--- config.mk ---
export PLATFORM = sky130hd
export DESIGN_NAME = regfile_rd_seq
export DESIGN_NICKNAME = d
export VERILOG_FILES = /design/src/rtl/regfile_pkg.sv /design/src/rtl/regfile_rd_fwd.sv /design/src/rtl/regfile_rd_seq.sv
export SDC_FILE = /design/constraint.sdc
export NUM_CORES = 1
export LEC_CHECK = 0
export ABC_AREA = 0
export BUFFER_PORTS_ARGS = -buffer_cell sky130_fd_sc_hd__buf_2
export CORE_AREA = 4 4 103 105
export DETAILED_ROUTE_END_ITERATION = 10
export DIE_AREA = 0 0 107 109
export PLACE_DENSITY = 0.77
export SLEW_MARGIN = 20
export SYNTH_ARGS = -nofsm -noshare
export SYNTH_HDL_FRONTEND = slang
export SYNTH_SLANG_ARGS = --single-unit
--- constraint.sdc ---
create_clock -name clk -period 3.35 [get_ports clk]
set_input_delay 0.67 -clock clk [delete_from_list [all_inputs] [get_ports clk]]
set_output_delay 0.67 -clock clk [all_outputs]
set_load 0.02 [all_outputs]
--- src/rtl/regfile_pkg.sv ---
// Shared types and constants for the register-file read sequencer.
//   state_e  : sequencer states (zero-fill sweep, idle, second read, response)
//   REG_ZERO : architectural zero register index
package regfile_pkg;

  typedef enum logic [1:0] {
    CLEAR = 2'd0,
    IDLE  = 2'd1,
    RD2   = 2'd2,
    RSP   = 2'd3
  } state_e;

  localparam int unsigned REG_ZERO = 0;

endpackage

--- src/rtl/regfile_rd_fwd.sv ---
// Operand value selection for one register index.
//   rd_idx  : register index being captured
//   rd_data : value to use when nothing overrides it (RAM read or held value)
//   wr_fire : a writeback is accepted this cycle
//   wr_rd   : writeback destination index
//   wr_data : writeback value
//   val_c   : resulting operand value (x0 -> 0, else forwarded write, else rd_data)
module regfile_rd_fwd
  import regfile_pkg::*;
#(
  parameter int unsigned DATA_WIDTH = 32,
  parameter int unsigned ADDR_WIDTH = 5
) (
  input  logic [ADDR_WIDTH-1:0] rd_idx,
  input  logic [DATA_WIDTH-1:0] rd_data,
  input  logic                  wr_fire,
  input  logic [ADDR_WIDTH-1:0] wr_rd,
  input  logic [DATA_WIDTH-1:0] wr_data,
  output logic [DATA_WIDTH-1:0] val_c
);

  // x0 wins over everything; a same-cycle write wins over the stale source
  always_comb begin
    val_c = rd_data;
    if (rd_idx == ADDR_WIDTH'(REG_ZERO)) begin
      val_c = '0;
    end else if (wr_fire && (wr_rd == rd_idx)) begin
      val_c = wr_data;
    end
  end

endmodule

--- src/rtl/regfile_rd_seq.sv ---
// Sequencing front-end for a 1R/1W distributed-RAM register file.
// Zero-fills the RAM after reset, then time-multiplexes the single async read
// port to fetch rs1 and rs2, returning both under a valid/ready handshake.
// Held operands track later writes so a response always shows current
// register contents.
//   clk, rst                  : clock, synchronous active-high reset
//   req_valid/req_ready       : operand request handshake, req_rs1/req_rs2 indices
//   wr_valid/wr_ready         : writeback handshake, wr_rd index, wr_data value
//   rsp_valid/rsp_ready       : operand response handshake, rsp_rs1_val/rsp_rs2_val
//   ram_raddr/ram_do          : RAM asynchronous read port
//   ram_we/ram_waddr/ram_di   : RAM synchronous write port (clocked by clk)
module regfile_rd_seq
  import regfile_pkg::*;
#(
  parameter int unsigned DATA_WIDTH     = 32,
  parameter int unsigned ADDR_WIDTH     = 5,
  parameter bit          CLEAR_ON_RESET = 1'b1
) (
  input  logic                  clk,
  input  logic                  rst,
  input  logic                  req_valid,
  output logic                  req_ready,
  input  logic [ADDR_WIDTH-1:0] req_rs1,
  input  logic [ADDR_WIDTH-1:0] req_rs2,
  input  logic                  wr_valid,
  output logic                  wr_ready,
  input  logic [ADDR_WIDTH-1:0] wr_rd,
  input  logic [DATA_WIDTH-1:0] wr_data,
  output logic                  rsp_valid,
  input  logic                  rsp_ready,
  output logic [DATA_WIDTH-1:0] rsp_rs1_val,
  output logic [DATA_WIDTH-1:0] rsp_rs2_val,
  output logic [ADDR_WIDTH-1:0] ram_raddr,
  input  logic [DATA_WIDTH-1:0] ram_do,
  output logic                  ram_we,
  output logic [ADDR_WIDTH-1:0] ram_waddr,
  output logic [DATA_WIDTH-1:0] ram_di
);

  localparam int unsigned DEPTH     = 2 ** ADDR_WIDTH;
  localparam state_e      RST_STATE = CLEAR_ON_RESET ? CLEAR : IDLE;

  state_e                state_q, state_d;
  logic [ADDR_WIDTH-1:0] idx_q, idx_d;
  logic [ADDR_WIDTH-1:0] rs1_q, rs1_d;
  logic [ADDR_WIDTH-1:0] rs2_q, rs2_d;
  logic [DATA_WIDTH-1:0] rs1_val_q, rs1_val_d;
  logic [DATA_WIDTH-1:0] rs2_val_q, rs2_val_d;
  logic                  rsp_valid_q, rsp_valid_d;

  logic                  wr_fire;
  logic [DATA_WIDTH-1:0] port_src;
  logic [DATA_WIDTH-1:0] port_val_c;
  logic [DATA_WIDTH-1:0] hold1_val_c;

  // Write acceptance and read address depend on state only, so they are kept
  // out of the next-state block that consumes the forwarded values.
  assign wr_ready  = (state_q != CLEAR);
  assign wr_fire   = wr_valid && wr_ready && !rst;
  assign ram_raddr = (state_q == IDLE) ? req_rs1 : rs2_q;

  // In RSP the read port is idle, so its selector refreshes the held rs2 value
  assign port_src  = (state_q == RSP) ? rs2_val_q : ram_do;

  // Read-port path: rs1 capture in IDLE, rs2 capture in RD2, rs2 update in RSP
  regfile_rd_fwd #(
    .DATA_WIDTH (DATA_WIDTH),
    .ADDR_WIDTH (ADDR_WIDTH)
  ) u_fwd_port (
    .rd_idx  (ram_raddr),
    .rd_data (port_src),
    .wr_fire (wr_fire),
    .wr_rd   (wr_rd),
    .wr_data (wr_data),
    .val_c   (port_val_c)
  );

  // Live update of the held rs1 value while the request is in flight
  regfile_rd_fwd #(
    .DATA_WIDTH (DATA_WIDTH),
    .ADDR_WIDTH (ADDR_WIDTH)
  ) u_fwd_hold (
    .rd_idx  (rs1_q),
    .rd_data (rs1_val_q),
    .wr_fire (wr_fire),
    .wr_rd   (wr_rd),
    .wr_data (wr_data),
    .val_c   (hold1_val_c)
  );

  // State and operand registers
  always_ff @(posedge clk) begin
    if (rst) begin
      state_q     <= RST_STATE;
      idx_q       <= '0;
      rs1_q       <= '0;
      rs2_q       <= '0;
      rs1_val_q   <= '0;
      rs2_val_q   <= '0;
      rsp_valid_q <= 1'b0;
    end else begin
      state_q     <= state_d;
      idx_q       <= idx_d;
      rs1_q       <= rs1_d;
      rs2_q       <= rs2_d;
      rs1_val_q   <= rs1_val_d;
      rs2_val_q   <= rs2_val_d;
      rsp_valid_q <= rsp_valid_d;
    end
  end

  // Next-state and request-side outputs
  always_comb begin
    state_d     = state_q;
    idx_d       = idx_q;
    rs1_d       = rs1_q;
    rs2_d       = rs2_q;
    rs1_val_d   = rs1_val_q;
    rs2_val_d   = rs2_val_q;
    rsp_valid_d = rsp_valid_q;
    req_ready   = 1'b0;

    unique case (state_q)
      CLEAR: begin
        idx_d = idx_q + ADDR_WIDTH'(1);
        if (idx_q == ADDR_WIDTH'(DEPTH - 1)) begin
          idx_d   = '0;
          state_d = IDLE;
        end
      end

      IDLE: begin
        req_ready = 1'b1;
        if (req_valid) begin
          rs1_d     = req_rs1;
          rs2_d     = req_rs2;
          rs1_val_d = port_val_c;
          state_d   = RD2;
        end
      end

      RD2: begin
        rs1_val_d   = hold1_val_c;
        rs2_val_d   = port_val_c;
        rsp_valid_d = 1'b1;
        state_d     = RSP;
      end

      RSP: begin
        rs1_val_d = hold1_val_c;
        rs2_val_d = port_val_c;
        if (rsp_ready) begin
          rsp_valid_d = 1'b0;
          state_d     = IDLE;
        end
      end

      default: begin
        state_d = RST_STATE;
      end
    endcase
  end

  // RAM write port: zero-fill sweep, else accepted writebacks that are not x0
  always_comb begin
    ram_we    = 1'b0;
    ram_waddr = wr_rd;
    ram_di    = wr_data;
    if (state_q == CLEAR) begin
      ram_we    = 1'b1;
      ram_waddr = idx_q;
      ram_di    = '0;
    end else if (wr_fire && (wr_rd != ADDR_WIDTH'(REG_ZERO))) begin
      ram_we = 1'b1;
    end
    if (rst) begin
      ram_we = 1'b0;
    end
  end

  assign rsp_valid   = rsp_valid_q;
  assign rsp_rs1_val = rs1_val_q;
  assign rsp_rs2_val = rs2_val_q;

endmodule

==> PnR_summary.wiki <==
{| class="wikitable"
! Metric !! Value
|-
| Outcome || completed
|-
| Post-CTS Resized || 0
|-
| Clock root buffer || sky130_fd_sc_hd__clkbuf_8
|-
| Num ports || about 190
|-
| Post-synthesis share of cell area spent on full adders, half adders and majority gates || around 1.9%
|-
| Combinational family with the most area after synthesis || compound AO/OA/AOI/OAI gates
|-
| Number of DRC violations after detailed routing || 0
|-
| Post-synthesis share of cell area spent on and, or, nand and nor gates || 20.6%
|-
| Total via count after detailed routing || between 4000 and 5000
|-
| Launching element type of the critical path || register
|-
| CP endpoint kind || register
|-
| Number of pins with negative max-slew slack in the final report || 0
|-
| Post-CTS setup buffer count || 0
|-
| Shortest period the worst path allows || 3.05 ns
|-
| Final GP Congestion || ~0.87
|-
| Kind of critical path || reg -> reg
|-
| Number of hold violations in the final report || 0
|-
| Vias per cell || between 5 and 6
|-
| Worst slack at placement || approximately 0.27 ns
|-
| Final worst path period share || between 90% and 100%
|-
| Crit path DAT || approximately 3.3 ns
|-
| Num CTS Buffers || 9
|-
| Final HPWL DP || ~10000 um
|-
| Filler Cell Count || 894
|-
| R2R depth || 9
|-
| Number of levels in the clock H-tree || 3
|-
| Worst hold slack || approximately 0.46 ns
|-
| Total detailed-routing wirelength || 14400 um
|-
| Effective utilization at floorplan || a little under half
|-
| Placed instance count || between 800 and 900
|-
| Hold Path Cell Cnt || 2
|-
| Leakage || 2.54 nW
|-
| Number of different library cells in the post-synthesis netlist || 32
|-
| Synthesized net count || between 600 and 700
|-
| Pin count of the biggest net entering global routing || 65
|-
| Clk Latency, worst-skew pair || ~0.36 ns
|-
| Number of warnings reported in the yosys synthesis log || 0
|-
| Cell count after synthesis || about 560
|-
| Fraction of layout instances using a drive strength above 1 || approximately a third
|-
| Final total negative setup slack || 0 ns
|-
| Antenna diode count || 0
|-
| Proportion of synthesized chip area in sequential cells || approximately 36%
|-
| Drt first pass iters || 5
|-
| Mux share of post-synthesis cell area || approximately 10%
|-
| Post-CTS clock slew at the launch and capture registers of the worst setup and hold paths || 0.09 ns
|-
| GRT Total Usage || between 20% and 30%
|-
| Kind of path behind the tightest hold check || reg -> reg
|-
| CTS tree || done
|-
| Post-detailed-route wirelength per cell || roughly 17 um
|-
| Gr ovfl total || 0
|-
| Cells along the critical path || inv_1 -> ha_1 -> mux2i_1 -> nand4_1 -> nor2_1 -> nor3_2 -> buf_4 -> o211ai_1 -> a311oi_1
|-
| Number of DRC violations after detailed-routing iteration 0 || between 200 and 300
|-
| Tightest Pin Transition || around 1.1 ns
|-
| Setup WS post-layout || about 0.3 ns
|-
| Total core area || a little under 0.01 mm^2
|-
| Power per standard cell area || roughly 750 mW/mm^2
|-
| Quantity of I/O buffers inserted on ports || slightly below 200
|-
| Final setup fails || 0
|-
| Delay contributed by the slowest stage of the critical path || 0.77 ns
|-
| Cell area after synthesis || roughly 0.0045 mm^2
|-
| Highest net fanout along the worst path || 18
|-
| Fin cells || ~870
|-
| Hold buffer count at cts || 0
|-
| Number of rows in the core area || 36
|-
| Die area || approximately 0.012 mm^2
|-
| Synthesized area divided by synthesized cell count || 8.08 um^2
|-
| Antenna violations before repair || 0
|-
| Clock Skews || between 0.01 and 0.015 ns
|-
| CTS sink cnt || 82
|-
| Total of max-cap violations || 0
|-
| Synth Area in Compound Gates || approximately a quarter
|-
| Wire length of the first global-routing pass || between 20000 and 25000 um
|-
| Xor-xnor portion of the synthesized cell area || 1.93%
|-
| Data required time at the worst endpoint || roughly 3.6 ns
|-
| Total of flip-flops plus latches after synthesis || 82
|-
| Width of the chip || ~110 um
|-
| VDD IR max || between 0.3 and 0.4 mV
|-
| Number of nets in the finished design || slightly above 800
|-
| Detail Route Antenna Nets || 0
|-
| Max Buffers Root-to-Sink || 2
|-
| CP max stage cell || sky130_fd_sc_hd__nor3_2
|-
| Normalized max-slew margin || 24.5%
|-
| Unrepaired setup endpoints after global routing || no
|-
| Die height || between 100 and 150 um
|-
| Number of global-route vias before repair || around 4700
|-
| Achievable Freq || 327 MHz
|-
| Syn-to-layout area delta || 27.6%
|}
-- critical path: cells and delay by family (launching register included) --
| family | cells | cell delay (ns) |
|---|---|---|
| compound gates | 2 | 0.43 |
| buf+inv | 2 | 0.50 |
| simple gates | 3 | 1.00 |
| fa+ha+maj | 1 | 0.44 |
| flops | 1 | 0.34 |
| mux | 1 | 0.23 |
-- routing by layer --
metal  global-route usage [%]  part of all wire (%)  vias up
li1                         -                     -     2333
met5                        0                     0        -
met1                     29.8                    41     2239
met4                     12.7                   2.9        0
met2                     40.2                    48      229
met3                     4.32                   8.1       37
-- synth_stat cells, drive strengths merged --
library cell	count	area (um^2)
clkbuf	34	128
a21oi	15	75.1
nor2	42	158
inv	7	26.3
xnor2	3	26.3
ha	7	87.6
xor2	7	61.3
and2	1	6.26
nand4	2	12.5
dfxtp	82	1640
buf	14	82.6
nor4	1	6.26
or3b	1	8.76
or4	1	7.51
o21ai	35	175
nand2	120	450
o211ai	64	480
and3	2	12.5
nor2b	35	219
nand3b	2	15.0
a311oi	32	330
nor3	5	25.0
nand3	1	5.00
or2	1	6.26
mux2	6	67.6
a211oi	2	27.5
nand2b	1	6.26
mux2i	40	400
-- registers in the layout, summed over array words and instances, names as in the netlist --
signal / cells
state_q: 2
rsp_rs1_val: 32
rs1_q: 5
idx_q: 5
rsp_valid: 1
rs2_q: 5
rsp_rs2_val: 32
-- path summary, 6_finish.rpt --
kind / startpoint / end / slack [ns]
min: rsp_rs2_val[6] / rsp_rs2_val[6] / 0.46
min reg2reg: rsp_rs2_val[6] / rsp_rs2_val[6] / 0.46
max: state_q[1] / rsp_rs1_val[9] / 0.30
max reg2reg: state_q[1] / rsp_rs1_val[9] / 0.30
-- cell families (layout without fill, tap and decap cells) --
kind of cell / Yosys count / after routing
adder cells (fa/ha/maj): 7 / 7
XOR/XNOR: 10 / 10
flip-flops: 82 / 82
multiplexers: 46 / 46
buffers and inverters: 55 / 227
AND/OR/NAND/NOR: 215 / 215
AO/OA/AOI/OAI: 148 / 148
-- area by class of cell --
class                           instances  area (um^2)  share of cell area [%]
Timing Repair Buffer                  204         1060                    18.3
Tap cell                              133          166                    2.87
Multi-Input combinational cell        426         2700                    46.6
Clock inverter                          4         50.0                   0.862
Sequential cell                        82         1640                    28.3
Clock buffer                           12          155                    2.67
Inverter                                7         26.3                   0.453
-- per-stage QoR --
step / instance area (um^2) / power (mW) / util [%]
after floorplan: 4550 / 2.91 / -
after global placement: 5600 / 3.56 / 58.1
after detailed placement: 5600 / 3.62 / 58.1
after CTS: 5800 / 4.38 / 60.2
after global routing: 5800 / 4.63 / 60.2
final: 5800 / 4.36 / 60.2
-- cells in the final DEF, fill, tap and decap left out, types with 7 or more instances in the layout --
cell type	instances
sky130_fd_sc_hd__mux2i_1	40
sky130_fd_sc_hd__inv_1	7
sky130_fd_sc_hd__nor2_1	42
sky130_fd_sc_hd__a311oi_1	24
sky130_fd_sc_hd__a21oi_1	14
sky130_fd_sc_hd__o211ai_1	64
sky130_fd_sc_hd__o21ai_0	35
sky130_fd_sc_hd__clkbuf_8	11
sky130_fd_sc_hd__xor2_1	7
sky130_fd_sc_hd__nor2b_1	35
sky130_fd_sc_hd__buf_4	10
sky130_fd_sc_hd__dfxtp_1	82
sky130_fd_sc_hd__nand2_1	120
sky130_fd_sc_hd__buf_2	193
sky130_fd_sc_hd__a311oi_2	8
-- report_power, final --
| part | internal (mW) | switching, mW | total, mW |
|---|---|---|---|
| Combinational | 0.783 | 1.48 | 2.26 |
| Clock | 0.385 | 0.371 | 0.755 |
| Sequential | 1.20 | 0.143 | 1.34 |
| Total | 2.37 | 1.99 | 4.36 |
Note: power is estimated with default switching activity, not from simulation.
